[config.mk]
export PLATFORM = sky130hd
export DESIGN_NAME = id_hazard_scoreboard_flat
export DESIGN_NICKNAME = d
export VERILOG_FILES = /design/src/rtl/id_hazard_scoreboard_pkg.sv /design/src/rtl/id_hazard_scoreboard_if.sv /design/src/rtl/id_hazard_scoreboard_operand_resolve.sv /design/src/rtl/id_hazard_scoreboard.sv /design/src/flat_wrapper.sv
export SDC_FILE = /design/constraint.sdc
export NUM_CORES = 1
export LEC_CHECK = 0
export CAP_MARGIN = 20
export CORE_MARGIN = 1
export CORE_UTILIZATION = 43
export DETAILED_ROUTE_END_ITERATION = 8
export MAX_ROUTING_LAYER = met4
export PLACE_DENSITY_LB_ADDON = 0.3
export SYNTH_ARGS = -nofsm -noshare
export SYNTH_HDL_FRONTEND = slang
export SYNTH_HIERARCHICAL = 1
export SYNTH_SLANG_ARGS = --single-unit
[constraint.sdc]
create_clock -name clk_in -period 4.1 [get_ports clk_in]
set_input_delay 0.615 -clock clk_in [delete_from_list [all_inputs] [get_ports clk_in]]
set_output_delay 0.615 -clock clk_in [all_outputs]
set_load 0.01 [all_outputs]
[src/rtl/id_hazard_scoreboard_pkg.sv]
// rtl/id_hazard_scoreboard_pkg.sv - shared constants and helpers for the ID hazard scoreboard
package id_hazard_scoreboard_pkg;

  localparam int DEF_XLEN    = 32;
  localparam int DEF_REG_AW  = 5;
  localparam int DEF_NUM_FWD = 2;
  localparam int DEF_MAX_LAT = 3;
  localparam int ZERO_REG    = 0;

  localparam logic STALL        = 1'b1;
  localparam logic NOT_STOP     = 1'b0;
  localparam logic READ_ENABLE  = 1'b1;
  localparam logic READ_DISABLE = 1'b0;

  // Countdown width able to hold every latency 0..max_lat.
  function automatic int lat_w(input int max_lat);
    return (max_lat < 1) ? 1 : $clog2(max_lat + 1);
  endfunction

endpackage

[src/rtl/id_hazard_scoreboard_if.sv]
// rtl/id_hazard_scoreboard_if.sv - decode-side bus of the ID hazard scoreboard
// master = decode/regfile/forwarding side, slave = scoreboard.
interface id_hazard_scoreboard_if
  import id_hazard_scoreboard_pkg::*;
#(
  parameter int XLEN    = DEF_XLEN,
  parameter int REG_AW  = DEF_REG_AW,
  parameter int NUM_FWD = DEF_NUM_FWD,
  parameter int MAX_LAT = DEF_MAX_LAT,
  parameter int LAT_W   = lat_w(MAX_LAT)
) ();

  logic                      pipe_hold_in;
  logic                      flush_in;
  logic                      issue_valid_in;
  logic [REG_AW-1:0]         issue_rd_in;
  logic [LAT_W-1:0]          issue_lat_in;
  logic                      rs1_read_in;
  logic                      rs2_read_in;
  logic [REG_AW-1:0]         rs1_addr_in;
  logic [REG_AW-1:0]         rs2_addr_in;
  logic [XLEN-1:0]           rf_rs1_data_in;
  logic [XLEN-1:0]           rf_rs2_data_in;
  logic [NUM_FWD-1:0]        fwd_valid_in;
  logic [NUM_FWD*REG_AW-1:0] fwd_addr_in;
  logic [NUM_FWD*XLEN-1:0]   fwd_data_in;
  logic [XLEN-1:0]           rs1_val_out;
  logic [XLEN-1:0]           rs2_val_out;
  logic                      stall_req_out;
  logic [(1<<REG_AW)-1:0]    busy_mask_out;
  logic [31:0]               stall_cnt_out;

  modport master (
    output pipe_hold_in, flush_in, issue_valid_in, issue_rd_in, issue_lat_in,
           rs1_read_in, rs2_read_in, rs1_addr_in, rs2_addr_in,
           rf_rs1_data_in, rf_rs2_data_in, fwd_valid_in, fwd_addr_in, fwd_data_in,
    input  rs1_val_out, rs2_val_out, stall_req_out, busy_mask_out, stall_cnt_out
  );

  modport slave (
    input  pipe_hold_in, flush_in, issue_valid_in, issue_rd_in, issue_lat_in,
           rs1_read_in, rs2_read_in, rs1_addr_in, rs2_addr_in,
           rf_rs1_data_in, rf_rs2_data_in, fwd_valid_in, fwd_addr_in, fwd_data_in,
    output rs1_val_out, rs2_val_out, stall_req_out, busy_mask_out, stall_cnt_out
  );

endinterface

[src/rtl/id_hazard_scoreboard_operand_resolve.sv]
// rtl/id_hazard_scoreboard_operand_resolve.sv - id_operand_resolve: one operand's stall bit and priority forwarding mux
// Port 0 is the youngest stage and wins over older ports carrying the same register.
module id_operand_resolve
  import id_hazard_scoreboard_pkg::*;
#(
  parameter int XLEN    = DEF_XLEN,
  parameter int REG_AW  = DEF_REG_AW,
  parameter int NUM_FWD = DEF_NUM_FWD
) (
  input  logic                      read_i,
  input  logic [REG_AW-1:0]         addr_i,
  input  logic                      busy_i,
  input  logic [XLEN-1:0]           rf_data_i,
  input  logic [NUM_FWD-1:0]        fwd_valid_i,
  input  logic [NUM_FWD*REG_AW-1:0] fwd_addr_i,
  input  logic [NUM_FWD*XLEN-1:0]   fwd_data_i,
  output logic [XLEN-1:0]           val_o,
  output logic                      stall_o
);

  logic hit;

  always_comb begin
    val_o   = rf_data_i;
    stall_o = NOT_STOP;
    hit     = 1'b0;
    if (read_i != READ_ENABLE || addr_i == REG_AW'(ZERO_REG)) begin
      val_o = '0;
    end else if (busy_i) begin
      val_o   = '0;
      stall_o = STALL;
    end else begin
      for (int i = 0; i < NUM_FWD; i++) begin
        if (!hit && fwd_valid_i[i] && fwd_addr_i[i*REG_AW +: REG_AW] == addr_i) begin
          val_o = fwd_data_i[i*XLEN +: XLEN];
          hit   = 1'b1;
        end
      end
    end
  end

endmodule

[src/rtl/id_hazard_scoreboard.sv]
// rtl/id_hazard_scoreboard.sv - decode-stage countdown scoreboard, operand forwarding and stall request
// Optional stall-cycle statistics counter enabled by HAZARD_STATS_EN.
module id_hazard_scoreboard
  import id_hazard_scoreboard_pkg::*;
#(
  parameter int XLEN    = DEF_XLEN,
  parameter int REG_AW  = DEF_REG_AW,
  parameter int NUM_FWD = DEF_NUM_FWD,
  parameter int MAX_LAT = DEF_MAX_LAT
) (
  input logic                   clk_in,
  input logic                   rst_in,
  id_hazard_scoreboard_if.slave bus
);

  localparam int               LAT_W    = lat_w(MAX_LAT);
  localparam int               NUM_REGS = 1 << REG_AW;
  localparam logic [LAT_W-1:0] LAT_CAP  = LAT_W'(MAX_LAT);

  logic [LAT_W-1:0]    cnt_q [NUM_REGS];
  logic [LAT_W-1:0]    cnt_d [NUM_REGS];
  logic [NUM_REGS-1:0] busy_mask;
  logic                rs1_busy, rs2_busy, rs1_stall, rs2_stall;
  logic                stall_req, issue_eff;
  logic [LAT_W-1:0]    issue_lat;

  assign rs1_busy = (cnt_q[bus.rs1_addr_in] != '0);
  assign rs2_busy = (cnt_q[bus.rs2_addr_in] != '0);

  id_operand_resolve #(.XLEN(XLEN), .REG_AW(REG_AW), .NUM_FWD(NUM_FWD)) u_rs1 (
    .read_i(bus.rs1_read_in), .addr_i(bus.rs1_addr_in), .busy_i(rs1_busy),
    .rf_data_i(bus.rf_rs1_data_in), .fwd_valid_i(bus.fwd_valid_in),
    .fwd_addr_i(bus.fwd_addr_in), .fwd_data_i(bus.fwd_data_in),
    .val_o(bus.rs1_val_out), .stall_o(rs1_stall)
  );

  id_operand_resolve #(.XLEN(XLEN), .REG_AW(REG_AW), .NUM_FWD(NUM_FWD)) u_rs2 (
    .read_i(bus.rs2_read_in), .addr_i(bus.rs2_addr_in), .busy_i(rs2_busy),
    .rf_data_i(bus.rf_rs2_data_in), .fwd_valid_i(bus.fwd_valid_in),
    .fwd_addr_i(bus.fwd_addr_in), .fwd_data_i(bus.fwd_data_in),
    .val_o(bus.rs2_val_out), .stall_o(rs2_stall)
  );

  assign stall_req = rs1_stall | rs2_stall;
  assign issue_eff = bus.issue_valid_in & ~stall_req & ~bus.flush_in & ~bus.pipe_hold_in
                   & (bus.issue_rd_in != REG_AW'(ZERO_REG));
  assign issue_lat = (bus.issue_lat_in > LAT_CAP) ? LAT_CAP : bus.issue_lat_in;

  // A new issue to a still-counting register replaces its count (WAW: newest latency wins).
  always_comb begin
    for (int r = 0; r < NUM_REGS; r++) begin
      cnt_d[r] = cnt_q[r];
    end
    if (!bus.pipe_hold_in) begin
      for (int r = 0; r < NUM_REGS; r++) begin
        if (cnt_q[r] != '0) cnt_d[r] = cnt_q[r] - LAT_W'(1);
      end
      if (issue_eff) cnt_d[bus.issue_rd_in] = issue_lat;
    end
  end

  always_ff @(posedge clk_in or posedge rst_in) begin
    if (rst_in) begin
      for (int r = 0; r < NUM_REGS; r++) cnt_q[r] <= '0;
    end else begin
      for (int r = 0; r < NUM_REGS; r++) cnt_q[r] <= cnt_d[r];
    end
  end

  always_comb begin
    busy_mask = '0;
    for (int r = 0; r < NUM_REGS; r++) busy_mask[r] = |cnt_q[r];
  end

  assign bus.busy_mask_out = busy_mask;
  assign bus.stall_req_out = stall_req;

`ifdef HAZARD_STATS_EN
  logic [31:0] stall_cnt_q, stall_cnt_d;

  assign stall_cnt_d = (stall_req && !bus.pipe_hold_in) ? stall_cnt_q + 32'd1 : stall_cnt_q;

  always_ff @(posedge clk_in or posedge rst_in) begin
    if (rst_in) stall_cnt_q <= '0;
    else        stall_cnt_q <= stall_cnt_d;
  end

  assign bus.stall_cnt_out = stall_cnt_q;
`else
  assign bus.stall_cnt_out = '0;
`endif

endmodule

[src/flat_wrapper.sv]
// flat-port wrapper written by rule: the top's interface ports become plain ports
module id_hazard_scoreboard_flat import id_hazard_scoreboard_pkg::*;
#(
  parameter int XLEN    = DEF_XLEN,
  parameter int REG_AW  = DEF_REG_AW,
  parameter int NUM_FWD = DEF_NUM_FWD,
  parameter int MAX_LAT = DEF_MAX_LAT
)
  (clk_in, rst_in, bus_pipe_hold_in, bus_flush_in, bus_issue_valid_in, bus_issue_rd_in, bus_issue_lat_in, bus_rs1_read_in, bus_rs2_read_in, bus_rs1_addr_in, bus_rs2_addr_in, bus_rf_rs1_data_in, bus_rf_rs2_data_in, bus_fwd_valid_in, bus_fwd_addr_in, bus_fwd_data_in, bus_rs1_val_out, bus_rs2_val_out, bus_stall_req_out, bus_busy_mask_out, bus_stall_cnt_out);
  id_hazard_scoreboard_if #(.XLEN(XLEN), .REG_AW(REG_AW), .NUM_FWD(NUM_FWD), .MAX_LAT(MAX_LAT)) bus_i ();
  input logic clk_in;
  input logic rst_in;
  input wire logic [$bits(bus_i.pipe_hold_in)-1:0] bus_pipe_hold_in;
  input wire logic [$bits(bus_i.flush_in)-1:0] bus_flush_in;
  input wire logic [$bits(bus_i.issue_valid_in)-1:0] bus_issue_valid_in;
  input wire logic [$bits(bus_i.issue_rd_in)-1:0] bus_issue_rd_in;
  input wire logic [$bits(bus_i.issue_lat_in)-1:0] bus_issue_lat_in;
  input wire logic [$bits(bus_i.rs1_read_in)-1:0] bus_rs1_read_in;
  input wire logic [$bits(bus_i.rs2_read_in)-1:0] bus_rs2_read_in;
  input wire logic [$bits(bus_i.rs1_addr_in)-1:0] bus_rs1_addr_in;
  input wire logic [$bits(bus_i.rs2_addr_in)-1:0] bus_rs2_addr_in;
  input wire logic [$bits(bus_i.rf_rs1_data_in)-1:0] bus_rf_rs1_data_in;
  input wire logic [$bits(bus_i.rf_rs2_data_in)-1:0] bus_rf_rs2_data_in;
  input wire logic [$bits(bus_i.fwd_valid_in)-1:0] bus_fwd_valid_in;
  input wire logic [$bits(bus_i.fwd_addr_in)-1:0] bus_fwd_addr_in;
  input wire logic [$bits(bus_i.fwd_data_in)-1:0] bus_fwd_data_in;
  output wire logic [$bits(bus_i.rs1_val_out)-1:0] bus_rs1_val_out;
  output wire logic [$bits(bus_i.rs2_val_out)-1:0] bus_rs2_val_out;
  output wire logic [$bits(bus_i.stall_req_out)-1:0] bus_stall_req_out;
  output wire logic [$bits(bus_i.busy_mask_out)-1:0] bus_busy_mask_out;
  output wire logic [$bits(bus_i.stall_cnt_out)-1:0] bus_stall_cnt_out;
  assign bus_i.pipe_hold_in = bus_pipe_hold_in;
  assign bus_i.flush_in = bus_flush_in;
  assign bus_i.issue_valid_in = bus_issue_valid_in;
  assign bus_i.issue_rd_in = bus_issue_rd_in;
  assign bus_i.issue_lat_in = bus_issue_lat_in;
  assign bus_i.rs1_read_in = bus_rs1_read_in;
  assign bus_i.rs2_read_in = bus_rs2_read_in;
  assign bus_i.rs1_addr_in = bus_rs1_addr_in;
  assign bus_i.rs2_addr_in = bus_rs2_addr_in;
  assign bus_i.rf_rs1_data_in = bus_rf_rs1_data_in;
  assign bus_i.rf_rs2_data_in = bus_rf_rs2_data_in;
  assign bus_i.fwd_valid_in = bus_fwd_valid_in;
  assign bus_i.fwd_addr_in = bus_fwd_addr_in;
  assign bus_i.fwd_data_in = bus_fwd_data_in;
  assign bus_rs1_val_out = bus_i.rs1_val_out;
  assign bus_rs2_val_out = bus_i.rs2_val_out;
  assign bus_stall_req_out = bus_i.stall_req_out;
  assign bus_busy_mask_out = bus_i.busy_mask_out;
  assign bus_stall_cnt_out = bus_i.stall_cnt_out;
  id_hazard_scoreboard #(.XLEN(XLEN), .REG_AW(REG_AW), .NUM_FWD(NUM_FWD), .MAX_LAT(MAX_LAT)) u_core (.clk_in(clk_in), .rst_in(rst_in), .bus(bus_i));
endmodule
==> load_flow_metrics.sql, run 1 <==
INSERT INTO impl_metrics (metric_group, metric, value, unit) VALUES
('run_status', 'run_status', 'finished, final reports clean', ''),
('detailed_routing', 'first_pass_iters', '6', ''),
('setup_path', 'critPathArrivalTime', '3.47', 'ns'),
('timing', 'clock.fmax', '245', 'MHz'),
('min_path', 'worst_hold_startpoint', 'u_core/cnt_q[63]$_DFFE_PP0N_', ''),
('grt', 'grt_max_degree', '44', ''),
('placed_design', 'count_of_input_and_output_buffers', '260', ''),
('cts', 'cts_num_sinks', '64', ''),
('cts', 'clock_latency', '0.33', 'ns'),
('detailed_routing', 'final_routed_wirelength', '28.0', 'mm'),
('floorplanning', 'initial_utilization', '44.0', '%'),
('grt', 'antenna_found_initial', '3', ''),
('logic_synthesis', 'postSynthAreaPerCell', '7.29', 'um2'),
('detailed_routing', 'post_drt_via_cell_ratio', '6.17', ''),
('grt', 'grt_use_total', '35.4', '%'),
('setup_path', 'timing.critical_path.from', 'bus_rs2_addr_in[2]', ''),
('power', 'power.combinational.fraction', '34.7', '%'),
('floorplanning', 'die_h', '124', 'um'),
('placed_design', 'place_ws', '-0.338', 'ns'),
('cells_and_area', 'layout_commonest_cell', 'sky130_fd_sc_hd__clkdlybuf4s50_1', ''),
('detailed_routing', 'drc_errors', '0', ''),
('timing', 'timing_max_transition_violations_final', '0', ''),
('setup_path', 'timing.rr.start', 'u_core/cnt_q[2]$_DFFE_PP0N_', ''),
('detailed_routing', 'vias_post_dr', '8193', ''),
('cells_and_area', 'max_flop_register', 'u_core/cnt_q', ''),
('detailed_routing', 'ant_nets', '0', ''),
('floorplanning', 'rows', '44', ''),
('placed_design', 'dp.final_hpwl', '20.3', 'mm'),
('detailed_routing', 'route.detailed.wl_per_inst', '21.1', 'um'),
('power', 'power_switching', '666', 'uW'),
('cells_and_area', 'syn2layout_area_growth', '53.2', '%'),
('cts', 'clock_tree.htree_level_count', '3', ''),
('timing', 'totalNegativeSetupSlack', '0', 'ns'),
('timing', 'post-route-period-util', '99.5', '%'),
('power', 'p_seq_share', '29.8', '%'),
('cells_and_area', 'reg.largest.list', 'u_core/cnt_q: 64 flops', ''),
('power', 'power_switching_share', '31.2', '%'),
('logic_synthesis', 'synthesis.yosys.warnings', '6', ''),
('timing', 'timing.final.ws_setup', '0.0185', 'ns'),
('setup_path', 'cp_data_required_time', '3.48', 'ns'),
('setup_path', 'setup.worst_path.class', 'input pin to output port', ''),
('logic_synthesis', 'async_flop_share', '100', '%'),
('timing', 'worst_slew_margin_relative_to_its_limit', '34.5', '%'),
('grt', 'grt_pass1_wl', '40.3', 'mm'),
('placed_design', 'place_congestion', '0.928', ''),
('min_path', 'hp-class', 'flop to flop', ''),
('power', 'cellPowerDensity', '219', 'nW/um2'),
('power', 'irDropWorstVdd', '244', 'uV'),
('cts', 'cts-root-to-sink-buffers', '2', ''),
('floorplanning', 'core-area', '14500', 'um2'),
('logic_synthesis', 'synth_cell_types', '44', ''),
('setup_path', 'worstSetupEndpointType', 'output port', ''),
('cells_and_area', 'drive_gt1_share', '12.2', '%'),
('cells_and_area', 'stdcell_area', '9760', 'um2'),
('logic_synthesis', 'ys_seq_elements', '64', ''),
('timing', 'post_layout_minimum_cycle_time', '4.08', 'ns'),
('logic_synthesis', 'post_synthesis_instance_total', '874', ''),
('cells_and_area', 'layout.filler_cells', '1253', ''),
('timing', 'worstMarginPinSlew', '0.980', 'ns'),
('placed_design', 'placedInstanceArea', '9330', 'um2'),
('timing', 'finClkSkew', '0.0128', 'ns'),
('floorplanning', 'floorplan.die_area', '15300', 'um2'),
('floorplanning', 'horizontal_die_dimension', '124', 'um'),
('cts', 'clock_transition_at_path_regs', '0.05', 'ns'),
('floorplanning', 'ios', '293', ''),
('timing', 'grt_setup_unrepaired', 'true', ''),
('cells_and_area', 'largest_register_ffs', '64', ''),
('timing', 'whs', '0.517', 'ns'),
('setup_path', 'setup.worst_path.start_class', 'input pin', ''),
('grt', 'grt.overflow.total', '0', ''),
('logic_synthesis', 'synth-edff-count', '0', '');
-- cells in the mapped netlist (19+ instances only) --
library cell	n	area share (%)
sky130_fd_sc_hd__nand3_1	84	6.6
sky130_fd_sc_hd__nand2_1	82	4.8
sky130_fd_sc_hd__o21ai_0	68	5.3
sky130_fd_sc_hd__dfrtp_1	64	25
sky130_fd_sc_hd__o31ai_1	64	7.5
sky130_fd_sc_hd__a31oi_1	62	6.1
sky130_fd_sc_hd__nor2_1	49	2.9
sky130_fd_sc_hd__clkbuf_1	48	2.8
sky130_fd_sc_hd__inv_1	43	2.5
sky130_fd_sc_hd__buf_4	32	3.8
sky130_fd_sc_hd__o211ai_1	31	3.7
sky130_fd_sc_hd__xnor2_1	20	2.7
sky130_fd_sc_hd__buf_2	19	1.5
sky130_fd_sc_hd__nor3_1	19	1.5
-- final timing paths --
kind,to,slack [ns],cells past startpoint
min in group asynchronous,u_core/cnt_q[17]$_DFFE_PP0N_,0.73,2
setup reg to reg,u_core/cnt_q[41]$_DFFE_PP0N_,0.43,14
hold / removal,u_core/cnt_q[62]$_DFFE_PP0N_,0.52,2
max in group asynchronous,u_core/cnt_q[48]$_DFFE_PP0N_,2.45,3
hold reg to reg,u_core/cnt_q[62]$_DFFE_PP0N_,0.52,2
setup / recovery,bus_rs2_val_out[20],0.02,14
-- area by class of cell --
cell class	count	area share (%)
Tap cell	184	2.36
Antenna cell	5	0.128
Timing Repair Buffer	332	33.6
Sequential cell	64	16.4
Inverter	43	1.65
Clock inverter	4	0.551
Clock buffer	11	2.49
Multi-Input combinational cell	684	42.8
-- routing by layer --
| layer | vias up | GRT usage, % | share of wire (%) |
|---|---|---|---|
| met2 | 559 | 54.3 | 46 |
| met1 | 3822 | 45.2 | 40 |
| met3 | 82 | 9.07 | 11 |
| met5 | - | - | 0 |
| li1 | 3730 | - | - |
| met4 | 0 | 12.3 | 3.6 |
-- cell families after synthesis --
logic type | Yosys count | synth area share, %
other cells | 1 | 0.0588
buf+inv | 157 | 12.4
compound gates | 302 | 31.7
simple gates | 322 | 25.8
flops | 64 | 25.1
xor+xnor | 20 | 2.75
mux | 8 | 2.08
-- metrics by stage --
step	utilization (%)	std cells
6_report	67.4	1327
5_1_grt	67.4	1325
4_1_cts	66.4	1318
3_5_place_dp	64.4	1303
3_3_place_gp	64.4	1303
2_1_floorplan	-	905
-- repair_timing --
| action | 4_1_cts | 5_1_grt |
|---|---|---|
| buffers inserted | 0 | 1 |
| gates cloned | 0 | 3 |
| hold buffers | 0 | 0 |
| gates resized for setup | 45 | 36 |
| pin swaps | 3 | 5 |
| endpoints found under the setup margin | 70 | 76 |
-- critical path, cell delays in order --
cell	delay, ns
sky130_fd_sc_hd__clkdlybuf4s50_1	0.44
sky130_fd_sc_hd__buf_12	0.18
sky130_fd_sc_hd__nor3_1	0.15
sky130_fd_sc_hd__a211oi_1	0.07
sky130_fd_sc_hd__nor4_1	0.42
sky130_fd_sc_hd__mux2_4	0.23
sky130_fd_sc_hd__a211oi_1	0.06
sky130_fd_sc_hd__buf_4	0.16
sky130_fd_sc_hd__a211oi_4	0.22
sky130_fd_sc_hd__buf_4	0.17
sky130_fd_sc_hd__clkbuf_16	0.17
sky130_fd_sc_hd__o31ai_1	0.08
sky130_fd_sc_hd__a31oi_1	0.16
sky130_fd_sc_hd__dlygate4sd2_1	0.32
-- power by group through the flow --
| stage | combinational (uW) | sequential, uW | clock [uW] |
|---|---|---|---|
| 2_1_floorplan | 336 | 646 | 0 |
| 6_report | 740 | 636 | 759 |
| 3_3_place_gp | 707 | 647 | 0 |
| 3_5_place_dp | 708 | 647 | 0 |
| 4_1_cts | 700 | 636 | 766 |
| 5_1_grt | 785 | 636 | 801 |
(Power assumes the default switching activity.)
==> inputs of run 2 (changes only) <==
PLACE_DENSITY = 0.81   (was default)
PLACE_DENSITY_LB_ADDON = default   (was 0.3)
==> run 2 against run 1 <==
Sequential share of layout area down 0.43 points. Global-route usage up 1.2 points. Sequential cell count unchanged. Largest cell class unchanged. Largest power group unchanged. Register-to-register slack about the same. Count of clock-buffer cells in the layout unchanged. Via count up 2.5%. Design area up 2.7%. Clock skew down 0.0028 ns. Cell count up 0.38%.
==> load_flow_metrics.sql, run 2 (synthesized netlist as in run 1, its figures left out) <==
INSERT INTO impl_metrics (metric_group, metric, value, unit) VALUES
('cells_and_area', 'drive_gt1_share', '13.3', '%'),
('detailed_routing', 'detailedRoute.firstIterationViolations', '1418', ''),
('detailed_routing', 'drc_errors', '0', ''),
('detailed_routing', 'route.detailed.wl_per_inst', '21.7', 'um'),
('timing', 'post-route-period-util', '97.8', '%'),
('min_path', 'hp-class', 'flop to flop', ''),
('floorplanning', 'ios', '293', ''),
('timing', 'timing_max_transition_violations_final', '0', ''),
('placed_design', 'count_of_input_and_output_buffers', '260', ''),
('run_status', 'run_status', 'finished, final reports clean', ''),
('detailed_routing', 'first_pass_iters', '7', ''),
('cells_and_area', 'largest_register_ffs', '64', ''),
('placed_design', 'dp_cells', '1305', ''),
('setup_path', 'cp_data_required_time', '3.48', 'ns'),
('power', 'irDropWorstVdd', '221', 'uV'),
('placed_design', 'place_ws', '-0.246', 'ns'),
('min_path', 'worst_hold_startpoint', 'u_core/cnt_q[63]$_DFFE_PP0N_', ''),
('grt', 'grt_use_total', '36.6', '%'),
('cts', 'clock_tree.htree_level_count', '3', ''),
('detailed_routing', 'vias_post_dr', '8395', ''),
('timing', 'post_layout_minimum_cycle_time', '4.01', 'ns'),
('floorplanning', 'initial_utilization', '44.0', '%'),
('cts', 'tritoncts', 'built', ''),
('timing', 'report.final.hold_viol_count', '0', ''),
('power', 'power.leakage', '0.00459', 'uW'),
('setup_path', 'setup.worst_path.class', 'input pin to output port', ''),
('cts', 'clock_latency', '0.33', 'ns'),
('grt', 'grt_pass1_vias', '7460', ''),
('power', 'cellPowerDensity', '218', 'nW/um2'),
('setup_path', 'critPathArrivalTime', '3.40', 'ns'),
('setup_path', 'cp_max_fo', '16', ''),
('job', 'max_cap_violations', '0', ''),
('power', 'power', '2190', 'uW'),
('timing', 'clock.fmax', '249', 'MHz'),
('grt', 'grt_pass1_wl', '41.5', 'mm'),
('placed_design', 'dp.final_hpwl', '20.4', 'mm'),
('timing', 'worst_slew_margin_relative_to_its_limit', '29.4', '%'),
('floorplanning', 'floorplan.die_area', '15300', 'um2'),
('cells_and_area', 'final_core_util', '69.2', '%'),
('detailed_routing', 'final_routed_wirelength', '28.9', 'mm'),
('timing', 'timing.final.ws_setup', '0.0896', 'ns'),
('cells_and_area', 'max_flop_register', 'u_core/cnt_q', ''),
('timing', 'finClkSkew', '0.00998', 'ns'),
('placed_design', 'place_congestion', '0.978', ''),
('floorplanning', 'core-area', '14500', 'um2'),
('grt', 'antenna_found_initial', '1', ''),
('cells_and_area', 'instances_no_fill', '1332', ''),
('cts', 'clock_transition_at_path_regs', '0.06', 'ns'),
('setup_path', 'timing.critical_path.from', 'bus_rs2_addr_in[1]', ''),
('setup_path', 'setup.worst_path.start_class', 'input pin', ''),
('detailed_routing', 'ant_nets', '0', ''),
('floorplanning', 'die_h', '124', 'um'),
('cts', 'cts-root-to-sink-buffers', '2', ''),
('cts', 'clock-root-buffer', 'sky130_fd_sc_hd__clkbuf_16', ''),
('cells_and_area', 'syn2layout_area_growth', '57.3', '%'),
('timing', 'finalSetupViolCount', '0', ''),
('setup_path', 'timing.rr.start', 'u_core/cnt_q[22]$_DFFE_PP0N_', ''),
('detailed_routing', 'post_drt_via_cell_ratio', '6.30', ''),
('timing', 'worstMarginPinSlew', '1.06', 'ns'),
('floorplanning', 'horizontal_die_dimension', '124', 'um'),
('setup_path', 'worstSetupEndpointType', 'output port', ''),
('cells_and_area', 'reg.largest.list', 'u_core/cnt_q: 64 flops', ''),
('floorplanning', 'rows', '44', ''),
('grt', 'grt.overflow.total', '0', ''),
('cells_and_area', 'mostFrequentLayoutCells', 'sky130_fd_sc_hd__clkdlybuf4s50_1, sky130_fd_sc_hd__nand3_1, sky130_fd_sc_hd__nand2_1', ''),
('cells_and_area', 'layout_commonest_cell', 'sky130_fd_sc_hd__clkdlybuf4s50_1', ''),
('grt', 'grt_max_degree', '55', ''),
('cells_and_area', 'finalNetCount', '1306', ''),
('cts', 'cts_made_buffers', '9', ''),
('cells_and_area', 'layout.filler_cells', '1189', ''),
('cts', 'cts_num_sinks', '64', '');
==> run 2: changes by cell type in the layout (fill, tap and decap cells not counted), moves of 4 or more <==
cell and change:
sky130_fd_sc_hd__diode_2 -4, sky130_fd_sc_hd__buf_4 +7, sky130_fd_sc_hd__dlygate4sd2_1 -8, sky130_fd_sc_hd__clkdlybuf4s15_1 -8
sky130_fd_sc_hd__clkdlybuf4s50_1 -20, sky130_fd_sc_hd__dlymetal6s2s_1 +39
==> run 2: repair_timing <==
item	4_1_cts	5_1_grt
pin swaps	1	5
endpoints found under the setup margin	65	74
setup buffers	0	5
endpoints found under the hold margin	0	0
cloned	1	4
hold buffers	0	0
resized for setup	24	71
==> run 2: per-layer routing <==
layer	routed length, um	vias up	track usage, %
li1	-	3750	-
met1	11000	3926	46.4
met2	13100	586	54.8
met3	3350	133	9.11
met4	1480	0	16.6
met5	0	-	-
==> run 2: path summary, 6_finish.rpt <==
check                                                to  slack, ns  depth (start not counted)
max reg2reg                u_core/cnt_q[20]$_DFFE_PP0N_       0.44                         13
min reg2reg                u_core/cnt_q[62]$_DFFE_PP0N_       0.51                          2
min in group asynchronous  u_core/cnt_q[16]$_DFFE_PP0N_       0.70                          2
max in group asynchronous  u_core/cnt_q[44]$_DFFE_PP0N_       2.48                          3
max                                 bus_rs2_val_out[23]       0.09                         13
min                        u_core/cnt_q[62]$_DFFE_PP0N_       0.51                          2
==> run 2: through the flow <==
step,area (um2),hold WS [ns],setup TNS [ns]
floorplan,6490,0.454,0
global placement,9320,0.474,-5.85
detailed placement,9320,0.492,-8.53
CTS,9660,0.502,-0.0607
global route,10000,0.519,-0.423
finish,10000,0.507,0
==> run 2: final cells by class <==
type	count	area [um2]	share of cell area [%]
Multi-Input combinational cell	684	4230	42.2
Clock buffer	11	253	2.52
Timing Repair Buffer	340	3480	34.7
Inverter	43	161	1.61
Antenna cell	1	2.50	0.0250
Sequential cell	64	1600	16.0
Clock inverter	5	62.6	0.624
Tap cell	184	230	2.30
==> run 2: worst max-delay path, stage by stage <==
cell and delay (ns):
sky130_fd_sc_hd__clkdlybuf4s50_1 0.45, sky130_fd_sc_hd__buf_4 0.19, sky130_fd_sc_hd__nand2_1 0.14, sky130_fd_sc_hd__a211oi_1 0.33, sky130_fd_sc_hd__nor4_2 0.10, sky130_fd_sc_hd__mux2_4 0.30
sky130_fd_sc_hd__a211oi_4 0.31, sky130_fd_sc_hd__a211oi_4 0.07, sky130_fd_sc_hd__buf_4 0.16, sky130_fd_sc_hd__clkbuf_16 0.17, sky130_fd_sc_hd__o31ai_1 0.07, sky130_fd_sc_hd__a31oi_1 0.12
sky130_fd_sc_hd__dlygate4sd2_1 0.34
==> run 2: power breakdown <==
part           total [uW]  switching (uW)  internal, uW
clock network         791             285           506
registers             636            2.20           634
logic                 762             401           361
